[config.mk]
export PLATFORM = sky130hd
export DESIGN_NAME = alu_arbiter
export DESIGN_NICKNAME = d
export VERILOG_FILES = /design/src/rtl/alu_arbiter.sv
export SDC_FILE = /design/constraint.sdc
export NUM_CORES = 1
export LEC_CHECK = 0
export CORE_MARGIN = 1
export CORE_UTILIZATION = 47
export DETAILED_ROUTE_END_ITERATION = 7
export PLACE_DENSITY_LB_ADDON = 0.2
export SKIP_CTS_REPAIR_TIMING = 1
export SLEW_MARGIN = 20
export SYNTH_ARGS = -nofsm -noshare
export SYNTH_HDL_FRONTEND = slang
export SYNTH_SLANG_ARGS = --single-unit
[constraint.sdc]
create_clock -name clk -period 8.5 [get_ports clk]
set_input_delay 2.55 -clock clk [delete_from_list [all_inputs] [get_ports clk]]
set_output_delay 2.55 -clock clk [all_outputs]
set_load 0.01 [all_outputs]
[src/rtl/alu_arbiter.sv]
// alu_arbiter: shares one single-cycle ALU between two requesters.
//
// Round-robin arbitration over two valid/ready request channels. Each
// accepted request has its ALUControl code and operands registered. The
// ALU evaluates the registered operands in EXEC. The registered result is
// then presented on the shared response bus until the granted requester
// accepts it.
//
// Ports
//   clk          system clock, all state changes on the rising edge
//   rst_n        synchronous active-low reset
//   req_valid    [1:0]        per-requester request valid
//   req_ready    [1:0]        per-requester accept (one-hot or zero, IDLE only)
//   req_ctrl0/1  [CTRL_W-1:0] requester ALUControl code
//   req_a0/1     [WIDTH-1:0]  requester operand A
//   req_b0/1     [WIDTH-1:0]  requester operand B
//   rsp_valid    [1:0]        per-requester response valid (one-hot or zero)
//   rsp_ready    [1:0]        per-requester response accept
//   rsp_result   [WIDTH-1:0]  registered result of the granted op
//   rsp_zero                  registered zero flag of the granted op
//   rsp_err                   op code was illegal, result forced to 0
//   busy                      high whenever the FSM is not IDLE

// Single-cycle datapath ALU. Illegal codes produce 0; the arbiter
// overrides the outputs for those codes anyway.
module alu #(
  parameter int WIDTH  = 32,
  parameter int CTRL_W = 3
) (
  input  logic [CTRL_W-1:0] alu_control,
  input  logic [WIDTH-1:0]  a,
  input  logic [WIDTH-1:0]  b,
  output logic [WIDTH-1:0]  result,
  output logic              zero_flag
);

  localparam logic [CTRL_W-1:0] OP_AND = CTRL_W'(0);
  localparam logic [CTRL_W-1:0] OP_OR  = CTRL_W'(1);
  localparam logic [CTRL_W-1:0] OP_ADD = CTRL_W'(2);
  localparam logic [CTRL_W-1:0] OP_SUB = CTRL_W'(6);
  localparam logic [CTRL_W-1:0] OP_SLT = CTRL_W'(7);

  always_comb begin
    result = '0;
    case (alu_control)
      OP_AND:  result = a & b;
      OP_OR:   result = a | b;
      OP_ADD:  result = a + b;
      OP_SUB:  result = a - b;
      OP_SLT:  result = ($signed(a) < $signed(b)) ? WIDTH'(1) : '0;
      default: result = '0;
    endcase
  end

  assign zero_flag = (result == '0);

endmodule

module alu_arbiter #(
  parameter int WIDTH  = 32,
  parameter int CTRL_W = 3
) (
  input  logic              clk,
  input  logic              rst_n,
  input  logic [1:0]        req_valid,
  output logic [1:0]        req_ready,
  input  logic [CTRL_W-1:0] req_ctrl0,
  input  logic [CTRL_W-1:0] req_ctrl1,
  input  logic [WIDTH-1:0]  req_a0,
  input  logic [WIDTH-1:0]  req_a1,
  input  logic [WIDTH-1:0]  req_b0,
  input  logic [WIDTH-1:0]  req_b1,
  output logic [1:0]        rsp_valid,
  input  logic [1:0]        rsp_ready,
  output logic [WIDTH-1:0]  rsp_result,
  output logic              rsp_zero,
  output logic              rsp_err,
  output logic              busy
);

  typedef enum logic [1:0] {IDLE, EXEC, RESP} state_t;

  state_t            state;
  state_t            state_next;
  logic              ptr;
  logic              grant_q;
  logic [CTRL_W-1:0] ctrl_q;
  logic [WIDTH-1:0]  a_q;
  logic [WIDTH-1:0]  b_q;

  logic              grant_any;
  logic              grant_sel;
  logic              rsp_done;
  logic              ctrl_illegal;
  logic [WIDTH-1:0]  alu_result;
  logic              alu_zero;

  // The ALU only ever sees the registered operands, so requesters may change
  // their inputs freely once accepted.
  alu #(.WIDTH(WIDTH), .CTRL_W(CTRL_W)) u_alu (
    .alu_control (ctrl_q),
    .a           (a_q),
    .b           (b_q),
    .result      (alu_result),
    .zero_flag   (alu_zero)
  );

  assign ctrl_illegal = !(ctrl_q inside {CTRL_W'(0), CTRL_W'(1), CTRL_W'(2),
                                         CTRL_W'(6), CTRL_W'(7)});

  // Grant decision. It is gated by rst_n so that req_ready reads zero while
  // reset is held, even though the FSM already sits in IDLE.
  always_comb begin
    grant_any = 1'b0;
    grant_sel = 1'b0;
    if (state == IDLE && rst_n) begin
      case (req_valid)
        2'b01: begin grant_any = 1'b1; grant_sel = 1'b0; end
        2'b10: begin grant_any = 1'b1; grant_sel = 1'b1; end
        2'b11: begin grant_any = 1'b1; grant_sel = ptr;  end
        default: ;
      endcase
    end
  end

  assign req_ready = grant_any ? (grant_sel ? 2'b10 : 2'b01) : 2'b00;
  // Only the granted requester's rsp_ready completes the response.
  assign rsp_done  = (state == RESP) && rsp_ready[grant_q];
  assign rsp_valid = (state == RESP) ? (grant_q ? 2'b10 : 2'b01) : 2'b00;
  assign busy      = (state != IDLE);

  always_comb begin
    state_next = state;
    case (state)
      IDLE:    if (grant_any) state_next = EXEC;
      EXEC:    state_next = RESP;
      RESP:    if (rsp_done) state_next = IDLE;
      default: state_next = IDLE;
    endcase
  end

  // The pointer moves only when a response completes. Back-to-back
  // contention therefore alternates, and a lone requester never takes
  // priority away from the other.
  always_ff @(posedge clk) begin
    if (!rst_n) begin
      state      <= IDLE;
      ptr        <= 1'b0;
      grant_q    <= 1'b0;
      ctrl_q     <= '0;
      a_q        <= '0;
      b_q        <= '0;
      rsp_result <= '0;
      rsp_zero   <= 1'b0;
      rsp_err    <= 1'b0;
    end else begin
      state <= state_next;
      if (grant_any) begin
        grant_q <= grant_sel;
        ctrl_q  <= grant_sel ? req_ctrl1 : req_ctrl0;
        a_q     <= grant_sel ? req_a1 : req_a0;
        b_q     <= grant_sel ? req_b1 : req_b0;
      end
      if (state == EXEC) begin
        rsp_result <= ctrl_illegal ? '0   : alu_result;
        rsp_zero   <= ctrl_illegal ? 1'b1 : alu_zero;
        rsp_err    <= ctrl_illegal;
      end
      if (rsp_done) ptr <= ~grant_q;
    end
  end

endmodule

**Word level (Yosys, flattened, before mapping)**

Cells that the tools add are included.

- Register bits after elaboration: 105
- Input bits: 140

- Bitwise operators: 3
- Multiplexer cells: 20
- $lt $le $gt $ge: 2
- Reductions and logical operators: 10
- Add/subtract/negate cells: 2
- Eq/ne operators: 11

Operator list:

| kind | count |
|---|---|
| one-hot mux 32 bit (5 select lines) | 1 |
| 2-to-1 mux 32 bit | 3 |
| adder 32 bit | 1 |
| AND 32 bit | 1 |
| logical NOT 32 bit | 1 |
| < comparator 32 bit | 1 |
| bitwise OR 32 bit | 1 |
| subtractor 32 bit | 1 |
| 2-to-1 mux 2 bit | 6 |
| 2-to-1 mux 1 bit | 7 |
| equality test 2 bit, second input constant | 3 |
| equality test 3 bit, second input constant | 2 |
| one-hot mux 2 bit (3 select lines) | 1 |
| nonzero test 5 bit | 1 |
| equality test 2 x 1 -> 1 bit, second input constant | 2 |
| inequality test 2 bit, second input constant | 2 |
| equality test 3 x 1 -> 1 bit, second input constant | 1 |
| equality test 3 x 2 -> 1 bit, second input constant | 1 |
| logical NOT 3 bit | 1 |
| 2-to-1 mux 3 bit | 1 |
| OR reduction 3 bit | 1 |
| logical AND 1 bit | 2 |
| logical NOT 2 bit | 1 |
| < comparator 1 x 2 -> 1 bit, second input constant | 1 |
| 5 further kinds | 5 |

**Logic depth before layout (Yosys ltp)**

- Depth after elaboration: 6
- Depth in mapped cells: 15
- Gate-level depth less buffers: 15

**By module**

From an unflattened synthesis, not the netlist that was laid out.

- Cell total of the unflattened synthesis: 1242
- Area total of the unflattened synthesis: 9381.5 um^2

By module, submodules not included:

| module | area each (um^2) | times used | cells an instance |
|---|---|---|---|
| alu | 5338.9 | 1 | 797 |
| alu_arbiter | 4042.6 | 1 | 445 |

**Worst setup path after synthesis**

OpenSTA, ideal clock, no wires.

- Path type: input port to output port
- From: input port rst_n
- To: output port req_ready[0]
- Stages on the path: 6
- Arrival: 3.538 ns
- Setup slack: 2.412 ns
- Buffers on the path: 2
- Path through: inv_2 -> nor2_1 -> and3_1 -> clkbuf_1 -> nor2_1 -> clkbuf_1

- Word-level cells in the longest chain between the ends: 4
- Elaborated cells between the ends (all ways): 5
- Those cells by class: mux (4); reduce/logical (1)

Ends and longest elaborated chain:

| what | line | RTL |
|---|---|---|
| start: declaration | 64 | `input logic rst_n,` |
| logical AND 1 bit (*) | 116 | `if (state == IDLE && rst_n) begin` |
| 2-to-1 mux 1 bit | 116 |  |
| 2-to-1 mux 2 bit | 126 | `assign req_ready = grant_any ? (grant_sel ? 2'b10 : 2'b01) : 2'b00;` |
| 2-to-1 mux 2 bit (*) | 126 |  |
| end: declaration | 66 | `output logic [1:0] req_ready,` |

Every way passes the cells marked *; elsewhere a longest branch is shown, timed or not.

**Worst setup path after layout**

- From: input port rst_n
- To: output port req_ready[1]

Same word-level chain as after synthesis.

==> impl_metrics.ini <==
[logic_synthesis]
synthMuxAreaShare = 0.03718
post_synth_and_or_nand_nor_area_fraction = 0.1930
syn-num-nets = 1547
synth_compound_gate_area_share = 0.3113
synth_area_leaders = dfxtp_1 22%, ha_1 13%, a21oi_1 8.1%, a22oi_1 6.0%, nand2_1 5.6%
syn_inst = 1306
synth_top_area_cell = dfxtp_1
synth-xor-area-share = 0.01023
synth_top_area_frac = 0.2231
synth_top_family_by_area = compound AO/OA/AOI/OAI gates
synth-main-ff-cell = dfxtp_1
netlist-cell-type-count = 78
ys_ff_latch = 105
async_flop_share = 0
synth_area_per_cell_sq_um = 7.214
yosysWarnings = 0
synth-edff-count = 0
synthAdderAreaFrac = 0.1357
synth_area_sq_um = 9422
yosysSeqAreaShare = 0.2231

[die]
coreArea_sq_um = 19530
dieHeight_um = 143.6
die_area_sq_um = 20620
dieWidth_um = 143.6
start_util = 0.4825
io_pins = 179
rows = 51

[timing]
final_hold_viol_count = 0
setup_tns_ns = 0
finalHoldWorstSlack_ns = 0.4590
max_freq_mhz = 136.2
setup_violations = 0
fin_skew_ns = 0.008991
worstMarginPinSlew_ns = 1.167
fin_crit_sh = 0.8635
fin_ws_ns = 1.160
slew_headroom = 0.2212
period_minus_slack_ns = 7.340
final-max-slew-violation-count = 0
rsz0062_at_grt = no

[finish]
fin_nets = 1657
final_common_cell = clkdlybuf4s50_1
final_cells = 1686
fillers = 1927
final_core_util = 0.5937
layout_common_cells = 178 x clkdlybuf4s50_1, 152 x a21oi_1, 140 x nand2_1, 124 x inv_1, 109 x nor2_1
drive_gt1_frac = 0.03800
seq_area_sq_um = 2103
n_antenna_cell = 0
final_cell_area_sq_um = 11590
multi_input_area_sq_um = 6518
areaGrowthSynthToFinish_pct = 23.05

[route]
wirelength_um = 30880
ant_nets = 0
dr_total_vias = 10160
drc_errors = 0
drt_iter0_drc = 929
drt-wirelength-per-cell_um = 18.31
drt-pass1-iter-count = 5
via_per_inst = 6.027

[setup_path]
reg2reg_slack_ns = 4.24
r2r-end = rsp_zero
start_kind = primary input
reg2reg_from = ctrl_q[0]
crit_type = in -> out
endpoint_kind = primary output
cp-startpoint = rst_n
arrival_ns = 4.79
cp-endpoint = req_ready[1]
crit_path_max_fanout = 32
crit_required_ns = 5.95
reg2reg_depth = 13

[min_path]
hp-class = reg -> reg
whs_path_depth = 2

[global_route]
grt_use_total = 0.2990
grt_pass1_wl_um = 48490
grt_max_degree = 100
grt_overflow = 0
antenna_found_initial = 0
grt_pass1_vias = 9236

[clock_network]
clk_pin_slew_ns = 0.07
clockBufferDepth = 2
cts_root_buf = clkbuf_16
cts_tree = built
clkSinkCount = 105
htreeDepth = 3
clkLatencyLatePin_ns = 0.37
cts-buffers-inserted = 9

[run_status]
status = finished, final reports clean

[run]
max_cap_viol_count = 0

[placement]
dpl_cell_area_sq_um = 11280
port_buffers = 178
hpwl_um = 22960
gp_congestion = 0.9556
pre_cts_ws_ns = 1.163
place_inst = 1669

[power_and_ir_drop]
power_density_nw_per_um2 = 154.5
leakage_nw = 4.369
vdd_drop_max_mv = 0.1001
finalPower_mw = 1.792
synth_stat cells, types with 3 or more instances:
cell type / number
buf_1: 4
o221a_2: 4
inv_1: 124
nand3b_1: 3
o211a_1: 4
or3_1: 8
mux2i_1: 35
a21oi_1: 152
o221ai_1: 6
a21o_1: 12
o22ai_1: 9
a221oi_1: 6
nor2_1: 111
a211oi_1: 25
o2111ai_1: 5
a31o_2: 3
a31oi_1: 9
o211ai_1: 11
o21ai_0: 52
a22oi_1: 75
o311ai_0: 4
nor3b_1: 3
buf_2: 16
a2111oi_0: 5
and2_1: 7
a221o_1: 3
o31ai_1: 12
nand3_1: 14
o21bai_1: 6
dfxtp_1: 105
a211o_1: 4
or2_2: 5
o21a_1: 9
and3_1: 3
nor3_1: 26
nor4_1: 21
nor2b_1: 19
clkbuf_1: 67
nand2_1: 140
nand2b_1: 10
ha_1: 99
o31a_1: 4
xnor2_1: 11
nand4_1: 15
layer usage:
layer,routed length [um],vias to the layer above,global-route usage
met5,0,-,0
met4,463,0,0.08399
met3,2385,41,0.03799
met2,13560,435,0.4734
met1,14470,4811,0.4224
li1,-,4874,-
flip-flops by register name, summed over array words and instances (netlist names):
| signal | flops |
|---|---|
| a_q | 32 |
| b_q | 32 |
| ctrl_q | 3 |
| grant_q | 1 |
| ptr | 1 |
| rsp_err | 1 |
| rsp_result | 32 |
| rsp_zero | 1 |
| state | 2 |
how the worst min path moves through the flow:
stage / startpoint / slack [ns] / to
after floorplan: ptr / 0.47 / ptr
after global placement: rsp_result[18] / 0.44 / rsp_result[18]
after detailed placement: rsp_result[10] / 0.45 / rsp_result[10]
after CTS: rsp_result[10] / 0.46 / rsp_result[10]
after global routing: rsp_result[25] / 0.50 / rsp_result[25]
final: rsp_result[10] / 0.46 / rsp_result[10]
worst max-delay path, stage by stage:
cell and delay, ns:
clkdlybuf4s50_1 0.56, inv_2 0.05, nor2_1 0.21, and3_2 0.74
clkdlybuf4s50_1 0.68
where the power goes:
| group | internal (mW) | total (mW) | switching, mW |
|---|---|---|---|
| combinational | 0.322 | 0.797 | 0.475 |
| clock | 0.205 | 0.419 | 0.214 |
| sequential | 0.537 | 0.576 | 0.0391 |
| total | 1.06 | 1.79 | 0.728 |
kinds of logic (layout without fill, tap and decap cells):
group	count (synthesis)	after routing
mux	35	35
buf+inv	216	331
flops	105	105
simple gates	394	394
compound gates	444	444
xor+xnor	11	11
fa+ha+maj	101	101
final cells by class:
cell class	instances	area share
Clock buffer	9	0.01943
Sequential cell	105	0.1814
Multi-Input combinational cell	985	0.5622
Clock inverter	7	0.005720
Timing Repair Buffer	189	0.1619
Tap cell	265	0.02860
Inverter	126	0.04079
(Power assumes the default switching activity.)
